$ cat src/rtl/bootram_pkg.sv
// Shared types and constants for the boot RAM bus controller.
package bootram_pkg;

  localparam int unsigned LANES      = 4;
  localparam int unsigned LANE_W     = 8;
  localparam int unsigned DEF_ADDR_W = 11;

  typedef enum logic [1:0] {
    IDLE,
    ACCESS,
    RESP
  } state_e;

endpackage

$ cat src/rtl/bootram_ctrl.sv
// Boot RAM controller: bridges the PicoRV32 native bus and a byte-stream loader
// onto four 8-bit BSRAM lanes, covering the one-cycle synchronous read latency.
module bootram_ctrl
  import bootram_pkg::*;
#(
  parameter int unsigned ADDR_W   = DEF_ADDR_W,
  parameter int unsigned LD_PTR_W = ADDR_W + 2
) (
  input  logic                 clk,
  input  logic                 resetn,
  input  logic                 mem_valid,
  input  logic                 mem_sel,
  input  logic [31:0]          mem_addr,
  input  logic [31:0]          mem_wdata,
  input  logic [3:0]           mem_wstrb,
  output logic                 mem_ready,
  output logic [31:0]          mem_rdata,
  input  logic                 ld_start,
  input  logic                 ld_end,
  input  logic                 ld_valid,
  input  logic [7:0]           ld_data,
  output logic                 ld_ready,
  output logic                 ld_busy,
  output logic                 ld_ovf,
  output logic [ADDR_W-1:0]    ram_ad,
  output logic [31:0]          ram_din,
  input  logic [31:0]          ram_dout,
  output logic [3:0]           ram_ce,
  output logic                 ram_wre,
  output logic                 ram_oce,
  output logic                 ram_reset
);

  state_e                state_q, state_d;
  logic                  mem_ready_q, mem_ready_d;
  logic                  rd_q, rd_d;
  logic                  ld_acc_q, ld_acc_d;
  logic                  ld_busy_q, ld_busy_d;
  logic                  ld_ovf_q, ld_ovf_d;
  logic [LD_PTR_W-1:0]   ptr_q, ptr_d;
  logic [LD_PTR_W:0]     ptr_inc;
  logic [ADDR_W-1:0]     ram_ad_q, ram_ad_d;
  logic [31:0]           ram_din_q, ram_din_d;
  logic [3:0]            ram_ce_q, ram_ce_d;
  logic                  ram_wre_q, ram_wre_d;
  logic                  unused_addr_bits;

  assign unused_addr_bits = ^{mem_addr[31:ADDR_W+2], mem_addr[1:0]};

  always_comb begin
    state_d     = state_q;
    mem_ready_d = 1'b0;
    rd_d        = rd_q;
    ld_acc_d    = ld_acc_q;
    ld_busy_d   = ld_busy_q;
    ld_ovf_d    = ld_ovf_q;
    ptr_d       = ptr_q;
    ram_ad_d    = ram_ad_q;
    ram_din_d   = ram_din_q;
    ram_ce_d    = '0;
    ram_wre_d   = 1'b0;
    ptr_inc     = {1'b0, ptr_q} + {{LD_PTR_W{1'b0}}, 1'b1};

    case (state_q)
      IDLE: begin
        if (ld_busy_q) begin
          if (ld_valid) begin
            state_d   = ACCESS;
            ld_acc_d  = 1'b1;
            rd_d      = 1'b0;
            ram_ad_d  = ptr_q[LD_PTR_W-1:2];
            ram_din_d = {LANES{ld_data}};
            ram_ce_d  = 4'b0001 << ptr_q[1:0];
            ram_wre_d = 1'b1;
          end
        end else if (mem_valid && mem_sel) begin
          state_d  = ACCESS;
          ld_acc_d = 1'b0;
          rd_d     = (mem_wstrb == 4'b0000);
          ram_ad_d = mem_addr[ADDR_W+1:2];
          if (mem_wstrb == 4'b0000) begin
            ram_ce_d = 4'hF;
          end else begin
            ram_ce_d  = mem_wstrb;
            ram_wre_d = 1'b1;
            ram_din_d = mem_wdata;
          end
        end
      end
      ACCESS: begin
        state_d     = RESP;
        mem_ready_d = ~ld_acc_q;
        if (ld_acc_q) begin
          ptr_d = ptr_inc[LD_PTR_W-1:0];
          if (ptr_inc[LD_PTR_W]) ld_ovf_d = 1'b1;
        end
      end
      RESP:    state_d = IDLE;
      default: state_d = IDLE;
    endcase

    // ld_start overrides both ld_end and any pointer advance from an in-flight byte
    if (ld_start) begin
      ld_busy_d = 1'b1;
      ptr_d     = '0;
      ld_ovf_d  = 1'b0;
    end else if (ld_end) begin
      ld_busy_d = 1'b0;
    end
  end

  always_ff @(posedge clk or negedge resetn) begin
    if (!resetn) begin
      state_q     <= IDLE;
      mem_ready_q <= 1'b0;
      rd_q        <= 1'b0;
      ld_acc_q    <= 1'b0;
      ld_busy_q   <= 1'b0;
      ld_ovf_q    <= 1'b0;
      ptr_q       <= '0;
      ram_ad_q    <= '0;
      ram_din_q   <= '0;
      ram_ce_q    <= '0;
      ram_wre_q   <= 1'b0;
    end else begin
      state_q     <= state_d;
      mem_ready_q <= mem_ready_d;
      rd_q        <= rd_d;
      ld_acc_q    <= ld_acc_d;
      ld_busy_q   <= ld_busy_d;
      ld_ovf_q    <= ld_ovf_d;
      ptr_q       <= ptr_d;
      ram_ad_q    <= ram_ad_d;
      ram_din_q   <= ram_din_d;
      ram_ce_q    <= ram_ce_d;
      ram_wre_q   <= ram_wre_d;
    end
  end

  // Lane output is already registered inside the BSRAM, so read data is muxed straight through
  assign mem_ready = mem_ready_q;
  assign mem_rdata = (mem_ready_q && rd_q) ? ram_dout : '0;
  assign ld_ready  = (state_q == IDLE) && ld_busy_q;
  assign ld_busy   = ld_busy_q;
  assign ld_ovf    = ld_ovf_q;
  assign ram_ad    = ram_ad_q;
  assign ram_din   = ram_din_q;
  assign ram_ce    = ram_ce_q;
  assign ram_wre   = ram_wre_q;
  assign ram_oce   = 1'b1;
  assign ram_reset = ~resetn;

endmodule
$ cat config.mk
export PLATFORM = sky130hd
export DESIGN_NAME = bootram_ctrl
export DESIGN_NICKNAME = d
export VERILOG_FILES = /design/src/rtl/bootram_pkg.sv /design/src/rtl/bootram_ctrl.sv
export SDC_FILE = /design/constraint.sdc
export NUM_CORES = 1
export LEC_CHECK = 0
export ABC_CLOCK_PERIOD_IN_PS = 1850
export BUFFER_PORTS_ARGS = -buffer_cell sky130_fd_sc_hd__buf_2
export CORE_MARGIN = 2
export CORE_UTILIZATION = 45
export CTS_CLUSTER_DIAMETER = 30
export DETAILED_ROUTE_END_ITERATION = 10
export GPL_TIMING_DRIVEN = 0
export PLACE_DENSITY = 0.82
export SLEW_MARGIN = 5
export SYNTH_ARGS = -nofsm -noshare
export SYNTH_HDL_FRONTEND = slang
export SYNTH_SLANG_ARGS = --single-unit
$ cat constraint.sdc
create_clock -name clk -period 1.85 [get_ports clk]
set_clock_uncertainty 0.05 [all_clocks]
set_input_delay 0.185 -clock clk [delete_from_list [all_inputs] [get_ports clk]]
set_output_delay 0.185 -clock clk [all_outputs]
set_load 0.05 [all_outputs]
# Word level (Yosys, flattened, before mapping)
# Cells that the tools add are included.
# totals
ramBits	0
out_inout_bits	86
latch_bits	0
register_bits	68
inputBits	115
rom_bits	0
elab_cells	73
n_memories	0
# op_classes
add_sub_neg	1
shift	1
n_eq_ne	5
n_mux	38
order_cmp	0
n_reduce_logical	15
n_bitwise	2
n_div	0
multipliers	0
# ops
operator	count
2-to-1 mux 32 bit	5
2-to-1 mux 13 bit	3
2-to-1 mux 11 bit	3
2-to-1 mux 4 bit	5
2-to-1 mux 1 bit	18
adder 13 x 1 -> 14 bit, second input constant	1
nonzero test 2 bit	5
2-to-1 mux 2 bit	3
!= test 3 bit, second input constant	2
AND reduction 3 bit	2
zero test 4 bit	1
!= test 2 bit, second input constant	2
one-hot mux 2 bit (2 select lines)	1
AND reduction 2 bit	2
AND reduction 4 bit	1
left shift 1 x 2 -> 4 bit, first input constant	1
logical AND 1 bit	3
equality test 2 x 1 -> 1 bit, second input constant	1
zero test 2 bit	1
inverter 1 bit	2

# Longest topological paths before layout
# Gate-level depths: netlist (run 1).
# logic_depth
ltp_word	5
depth_mapped	6

# Least setup slack after synthesis (run 1)
# Ideal clock, no wire load.
# synth_timing
kind	register to output
start	register ld_busy_q, in the netlist ld_busy
end	output ld_ready
arrival_time_ns	1.961
stages_incl_launch_ff	5
required_ns	1.615
setup_slack_ns	-0.346
n_path_buf	2
path_cell_list	dfrtp_1 buf_2 clkbuf_1 inv_1 nor2_1
# synth_between
elab_chain_cells	1
# synth_lines
element	line	text
from (decl)	bootram_ctrl.sv:38	logic ld_busy_q, ld_busy_d;
from (signal assigned)	bootram_ctrl.sv:130	ld_busy_q <= ld_busy_d;
logical AND 1 bit	bootram_ctrl.sv:143	assign ld_ready = (state_q == IDLE) && ld_busy_q;
to (decl)	bootram_ctrl.sv:22	output logic ld_ready,
# No other way between the ends.

# Worst setup path in the final report (run 1)
# layout_timing
start	register ld_busy_q, in the netlist ld_busy
end	register ram_din_q[17], in the netlist ram_din[17]
# layout_between
elab_chain_cells	2
word_cells_on_any_way	5
cone_classes	2 x eq/ne; 1 x mux; 2 x reduce/logical
# layout_lines
element	line	text
!= test 2 bit (no source line) or nonzero test 2 bit (tied branches)	--	
AND reduction 4 bit (no source line)	--	
to (signal assigned)	bootram_ctrl.sv:134	ram_din_q <= ram_din_d;
to (decl)	bootram_ctrl.sv:43	logic [31:0] ram_din_q, ram_din_d;
# Parallel ways exist; a longest one is shown, timed or not.
# A chain may end at the register's enable or synchronous reset.

==> flow_summary.json, run 1 <==
{
  "hold_class": "in2async",
  "critPathLaunchType": "flop",
  "async_flop_share_pct": 100,
  "wl_um": 11100,
  "fp.coreArea_mm2": 0.00785,
  "netlist_instances": 352,
  "drive_gt1_share_pct": 51.5,
  "nFillCells": 645,
  "antenna_found_initial": 0,
  "ys.flop_type": "dfrtp_1",
  "cp.required_ns": 2.01,
  "area_growth_pct": 35.7,
  "clkSinkCount": 68,
  "worstPathMaxFanout": 10,
  "die_area_mm2": 0.00892,
  "setup_viol": 0,
  "p_per_area_mw_per_mm2": 1140,
  "slew_violations": 0,
  "viasPerCell": 5.36,
  "ys_ff_latch": 68,
  "layout.cells.non_filler": 653,
  "grt_max_degree": 70,
  "slew-limit-headroom_pct": 42.1,
  "path_clk_slew_ns": 0.07,
  "criticalPathCategory": "reg2reg",
  "gr-total-overflow": 0,
  "cts_tree": "yes",
  "fin_crit_ns": 1.80,
  "cap_violations": 0,
  "htreeDepth": 3,
  "drcViolationCount": 0,
  "numCtsBuffers": 9,
  "clk_latency_ns": 0.33,
  "status": "complete, but fails checks",
  "grtUsageTotal_pct": 24.9,
  "ant_nets": 0,
  "end_kind": "flop",
  "io_buffers": 177,
  "syn_area_per_cell_um2": 10.5,
  "n_antenna_cell": 0,
  "grt_pass1_vias": 3493,
  "period_share_pct": 97.5,
  "start_util_pct": 46.9,
  "yosysSeqAreaShare_pct": 46.2,
  "holdWs_ns": -0.103,
  "syn-num-nets": 471,
  "die-width_um": 94.5,
  "p_leak_nw": 2.55,
  "via_count": 3503,
  "synth_cell_types": 42,
  "num_io_pins": 201,
  "yosysWarnings": 0,
  "finalHoldViolCount": 68,
  "fmaxAchievable_mhz": 554,
  "grt_pass1_wl_um": 17100,
  "post-place-cells": 631,
  "clock-root-buffer": "clkbuf_8",
  "num_rows": 32,
  "routabilityCongestion": 0.917,
  "violations": "negative hold slack",
  "holdBufCountCts": 1,
  "synth-edff-count": 0,
  "drtIter0Drc": 198,
  "cts.path.max_buffers": 2,
  "critical_path_arrival_ns": 1.96,
  "pre_cts_ws_ns": -0.0783,
  "tightestPinTransition_ns": 0.868,
  "timing.final.ws_setup_ns": 0.0464,
  "peakVddDrop_mv": 0.723,
  "dp_hpwl_um": 8290,
  "dr.pass1.iters": 4,
  "wl_per_cell_um": 16.9,
  "fin_nets": 665,
  "syn-cell-area_mm2": 0.00368,
  "rsz0062_at_grt": "yes",
  "die_height_um": 94.5
}
==> flip-flops by register name, indices dropped and copies added, names as in the netlist <==
| register | flops |
|---|---|
| ld_acc_q | 1 |
| ld_busy | 1 |
| ld_ovf | 1 |
| mem_ready | 1 |
| ptr_q | 13 |
| ram_ad | 11 |
| ram_ce | 4 |
| ram_din | 32 |
| ram_wre | 1 |
| rd_q | 1 |
| state_q | 2 |
==> what timing repair did <==
item,in CTS,in global routing
cloned,0,0
buffers inserted,1,4
hold endpoints to repair,69,59
endpoints found under the setup margin,8,35
pin swaps,1,1
resized for setup,5,7
==> synth_stat cells (2+ instances only) <==
cell / n / area share (%)
buf_6: 4 / 1.2
mux2i_1: 2 / 0.54
nor4_1: 4 / 0.68
nand3b_1: 2 / 0.41
mux2_2: 26 / 8.0
a22oi_2: 30 / 10
nand2_1: 5 / 0.51
inv_1: 8 / 0.82
or2_2: 2 / 0.34
nand3_1: 6 / 0.82
dfrtp_1: 68 / 46
buf_4: 5 / 1.0
a21oi_1: 7 / 0.95
or3_1: 5 / 0.85
buf_2: 7 / 0.95
a21boi_0: 2 / 0.41
nand2b_1: 10 / 1.7
nand4_1: 3 / 0.51
and3_1: 32 / 5.4
o21ai_0: 38 / 5.2
ha_1: 4 / 1.4
nor2b_1: 4 / 0.68
o31ai_1: 3 / 0.61
a22oi_1: 2 / 0.41
clkbuf_1: 13 / 1.3
or4_1: 3 / 0.61
nor2_1: 42 / 4.3
==> placed cells by master (no fill, tap or decap), drive strengths merged, types with 6 or more instances in the layout <==
master  Yosys  final
a21oi       8      8
mux2       26     26
a22oi      32     32
inv         8      8
nand3       6      6
nor2       42     42
dfrtp      68     68
buf        16    198
and3       32     32
nand2b     10     10
o21ai      38     38
clkbuf     13     24
==> worst paths after layout <==
| path | startpoint | to | slack, ns | cells after the start |
|---|---|---|---|---|
| worst max register to register | ld_busy$_DFFE_PN0P_ | ram_din[17]$_DFFE_PN0P_ | 0.05 | 4 |
| worst min register to register | ld_acc_q$_DFFE_PN0P_ | mem_ready$_DFF_PN0_ | 0.41 | 1 |
| worst min-delay path | resetn | ld_ovf$_DFFE_PN0P_ | -0.10 | 1 |
| max in group asynchronous | resetn | ptr_q[1]$_DFFE_PN0P_ | 1.21 | 1 |
| worst max-delay path | ld_busy$_DFFE_PN0P_ | ram_din[17]$_DFFE_PN0P_ | 0.05 | 4 |
| min in group clk | mem_wstrb[3] | ram_ce[3]$_DFF_PN0_ | 0.14 | 3 |
==> cells by family (layout without fill, tap and decap cells) <==
| kind of cell | count (synthesis) | count (layout) | synth area share (%) |
|---|---|---|---|
| AOI/OAI and AO/OA | 88 | 88 | 19.4 |
| xor gates and xnor gates | 1 | 1 | 0.238 |
| adders and majority gates | 4 | 4 | 1.36 |
| buffers and inverters | 37 | 236 | 5.33 |
| DFF | 68 | 68 | 46.2 |
| muxes | 28 | 28 | 8.49 |
| other | 1 | 1 | 0.102 |
| and+or+nand+nor | 125 | 125 | 18.9 |
==> per-layer routing <==
layer	GRT usage (%)	up-vias	wire (um)
met4	11.7	0	278
li1	-	1645	-
met1	29.9	1683	4310
met2	42.7	157	5620
met5	0	-	0
met3	5.19	18	842
==> power by group <==
part	internal [mW]	leakage (nW)	switching, mW
combinational	0.655	1.62	1.70
sequential	1.79	0.823	0.181
clock	0.790	0.113	0.560
==> worst max-delay path, stage by stage (launching register included) <==
cell      delay [ns]
dfrtp_2         0.42
nand3b_1        0.32
o31ai_4         0.49
buf_4           0.29
a22oi_2         0.10
==> final cells by class <==
type | count | area, um^2 | share of cell area (%)
Buffer | 29 | 175 | 3.50
Clock buffer | 11 | 141 | 2.83
Clock inverter | 5 | 75.1 | 1.50
Inverter | 8 | 30.0 | 0.601
Multi-Input combinational cell | 247 | 1810 | 36.1
Sequential cell | 68 | 1710 | 34.1
Tap cell | 102 | 128 | 2.55
Timing Repair Buffer | 183 | 938 | 18.8
==> metrics by stage <==
stage | hold WS, ns | area (um^2) | TNS (ns) | power (mW) | util (%)
4_1_cts | -0.0603 | 4960 | 0 | 5.70 | 63.2
6_report | -0.103 | 5000 | 0 | 5.68 | 63.7
2_1_floorplan | -0.161 | 3690 | 0 | 3.68 | -
3_5_place_dp | 0.310 | 4710 | -0.503 | 4.32 | 60.0
5_1_grt | -0.0281 | 5000 | -0.0565 | 5.93 | 63.7
3_3_place_gp | 0.304 | 4700 | -0.358 | 4.26 | 59.9
No activity file was read; power rests on OpenSTA's default activity.
==> inputs of run 2 (changes only) <==
--- a/config.mk
+++ b/config.mk
@@ -5,7 +5,7 @@
 export SDC_FILE = /design/constraint.sdc
 export NUM_CORES = 1
 export LEC_CHECK = 0
-export ABC_CLOCK_PERIOD_IN_PS = 1850
+export ABC_CLOCK_PERIOD_IN_PS = 2000
 export BUFFER_PORTS_ARGS = -buffer_cell sky130_fd_sc_hd__buf_2
 export CORE_MARGIN = 2
 export CORE_UTILIZATION = 45
==> constraint.sdc (replaced) <==
create_clock -name clk -period 2 [get_ports clk]
set_clock_uncertainty 0.05 [all_clocks]
set_input_delay 0.2 -clock clk [delete_from_list [all_inputs] [get_ports clk]]
set_output_delay 0.2 -clock clk [all_outputs]
set_load 0.05 [all_outputs]
==> run 2 against run 1 <==
The run still ends with negative hold slack left. Setup slack improved by 0.053 ns. Die area stayed put. Clock power shrank 20%. Register-to-register slack improved by 0.05 ns. Critical endpoint is now ram_ad[5]$_DFFE_PN0P_. Sequential share of layout area is 0.57 points higher. Sequential power decreased by 8%. Count of clock-buffer cells in the layout is the same. Routed wire length decreased by 1.1%. First-iteration DRC count shrank 21%. Worst hold slack better by 0.038 ns. Maximum frequency fell by 5.1%.
==> flow_summary.json, run 2 (synthesis gave the netlist of run 1 again) <==
{
  "status": "complete, but fails checks",
  "violations": "negative hold slack",
  "fin_crit_ns": 1.90,
  "holdWs_ns": -0.0649,
  "numCtsBuffers": 9,
  "die-width_um": 94.5,
  "clk_latency_ns": 0.34,
  "antenna_found_initial": 0,
  "end_kind": "flop",
  "clock-root-buffer": "clkbuf_8",
  "slew-limit-headroom_pct": 42.0,
  "via_count": 3531,
  "ff_latch_area_mm2": 0.00170,
  "ff2ff_path_depth": 4,
  "setup_tns_ns": 0,
  "multi_input_area_mm2": 0.00179,
  "r2r_start": "ld_busy$_DFFE_PN0P_",
  "cts_tree": "yes",
  "cp.required_ns": 2.17,
  "htreeDepth": 3,
  "peakVddDrop_mv": 0.724,
  "routabilityCongestion": 0.866,
  "critPathLaunchType": "flop",
  "mostFrequentLayoutCell": "buf_2",
  "period_share_pct": 95.0,
  "start_util_pct": 46.9,
  "n_antenna_cell": 0,
  "layout.cells.non_filler": 648,
  "gr-total-overflow": 0,
  "mostFrequentLayoutCells": "buf_2 (181), dfrtp_1 (67), nor2_1 (41)",
  "cts.path.max_buffers": 2,
  "drcViolationCount": 0,
  "tightestPinTransition_ns": 0.869,
  "r2r-end": "ram_ad[5]$_DFFE_PN0P_",
  "ant_nets": 0,
  "drive_gt1_share_pct": 50.0,
  "p_per_area_mw_per_mm2": 1030,
  "cap_violations": 0,
  "post-place-cells": 631,
  "num_rows": 32,
  "die_area_mm2": 0.00892,
  "reg2reg_setup_slack_ns": 0.1,
  "fp.coreArea_mm2": 0.00785,
  "grt_pass1_vias": 3410,
  "grtUsageTotal_pct": 24.2,
  "slew_violations": 0,
  "grt_pass1_wl_um": 16600,
  "dr.pass1.iters": 4,
  "critical_path_arrival_ns": 2.07,
  "fmaxAchievable_mhz": 526,
  "path_clk_slew_ns": 0.08,
  "wl_per_cell_um": 16.9,
  "rsz0062_at_grt": "no",
  "grt_max_degree": 70,
  "fin_nets": 660,
  "dp_hpwl_um": 8350,
  "viasPerCell": 5.45,
  "finalHoldViolCount": 68,
  "cts_setup_buffers": 0,
  "die_height_um": 94.5,
  "p_leak_nw": 2.50,
  "area_growth_pct": 33.3,
  "wl_um": 10900,
  "io_buffers": 177,
  "largest_reg_flops": 32,
  "nFillCells": 678,
  "criticalPathCategory": "reg2reg",
  "hold_class": "in2async",
  "num_io_pins": 201,
  "setup_viol": 0,
  "clkSinkCount": 68,
  "worstPathMaxFanout": 10,
  "drtIter0Drc": 156
}
## run 2: metrics by stage
| stage | cell area [um^2] | utilization, % | setup slack (ns) | hold WS, ns | total power [mW] |
|---|---|---|---|---|---|
| after CTS | 4910 | 62.5 | 0.00975 | -0.0349 | 5.09 |
| after floorplan | 3690 | - | 0.0910 | -0.146 | 3.40 |
| after global routing | 4910 | 62.6 | 0.00850 | 0.00146 | 5.30 |
| after global placement | 4700 | 59.9 | 0.0111 | 0.321 | 3.93 |
| after detailed placement | 4710 | 60.0 | 0.0202 | 0.326 | 3.99 |
| final | 4910 | 62.6 | 0.0992 | -0.0649 | 5.05 |
## run 2: power breakdown
| group | internal, mW | switching [mW] |
|---|---|---|
| Sequential | 1.65 | 0.165 |
| Combinational | 0.587 | 1.56 |
| Clock | 0.571 | 0.511 |
| Total | 2.81 | 2.24 |
## run 2: layer usage
| metal | wire length [um] | up-vias | GRT usage, % |
|---|---|---|---|
| li1 | - | 1642 | - |
| met1 | 4290 | 1727 | 29.1 |
| met2 | 5720 | 149 | 44.0 |
| met3 | 725 | 13 | 4.47 |
| met4 | 191 | 0 | 7.49 |
| met5 | 0 | - | 0 |
## run 2: worst max path at each step
stage	from	to	slack, ns	cells after the start
floorplan	ld_busy$_DFFE_PN0P_	ram_ad[3]$_DFFE_PN0P_	0.09	5
global placement	resetn	ram_reset	0.01	3
detailed placement	ld_busy$_DFFE_PN0P_	ld_ready	0.02	5
CTS	ld_busy$_DFFE_PN0P_	ld_ready	0.01	5
global route	ld_busy$_DFFE_PN0P_	ld_ready	0.009	5
finish	ld_busy$_DFFE_PN0P_	ram_ad[5]$_DFFE_PN0P_	0.1	4
## run 2: area by class of cell
class	count	area share [%]
buffer	29	3.52
timing repair buffer	178	18.3
clock inverter	5	1.07
inverter	8	0.612
tap	102	2.60
clock buffer	11	2.68
sequential	68	34.7
multi-input combinational	247	36.5
## run 2: critical path: stages, from the launching register on
cell	delay, ns
dfrtp_2	0.45
nand3b_1	0.29
a21oi_2	0.37
buf_4	0.27
mux2_2	0.35
## run 2: repair_timing
item	CTS	global route
gates resized for setup	3	2
gates cloned	0	0
hold buffers	1	0
endpoints found under the hold margin	69	0
endpoints found under the setup margin	1	5
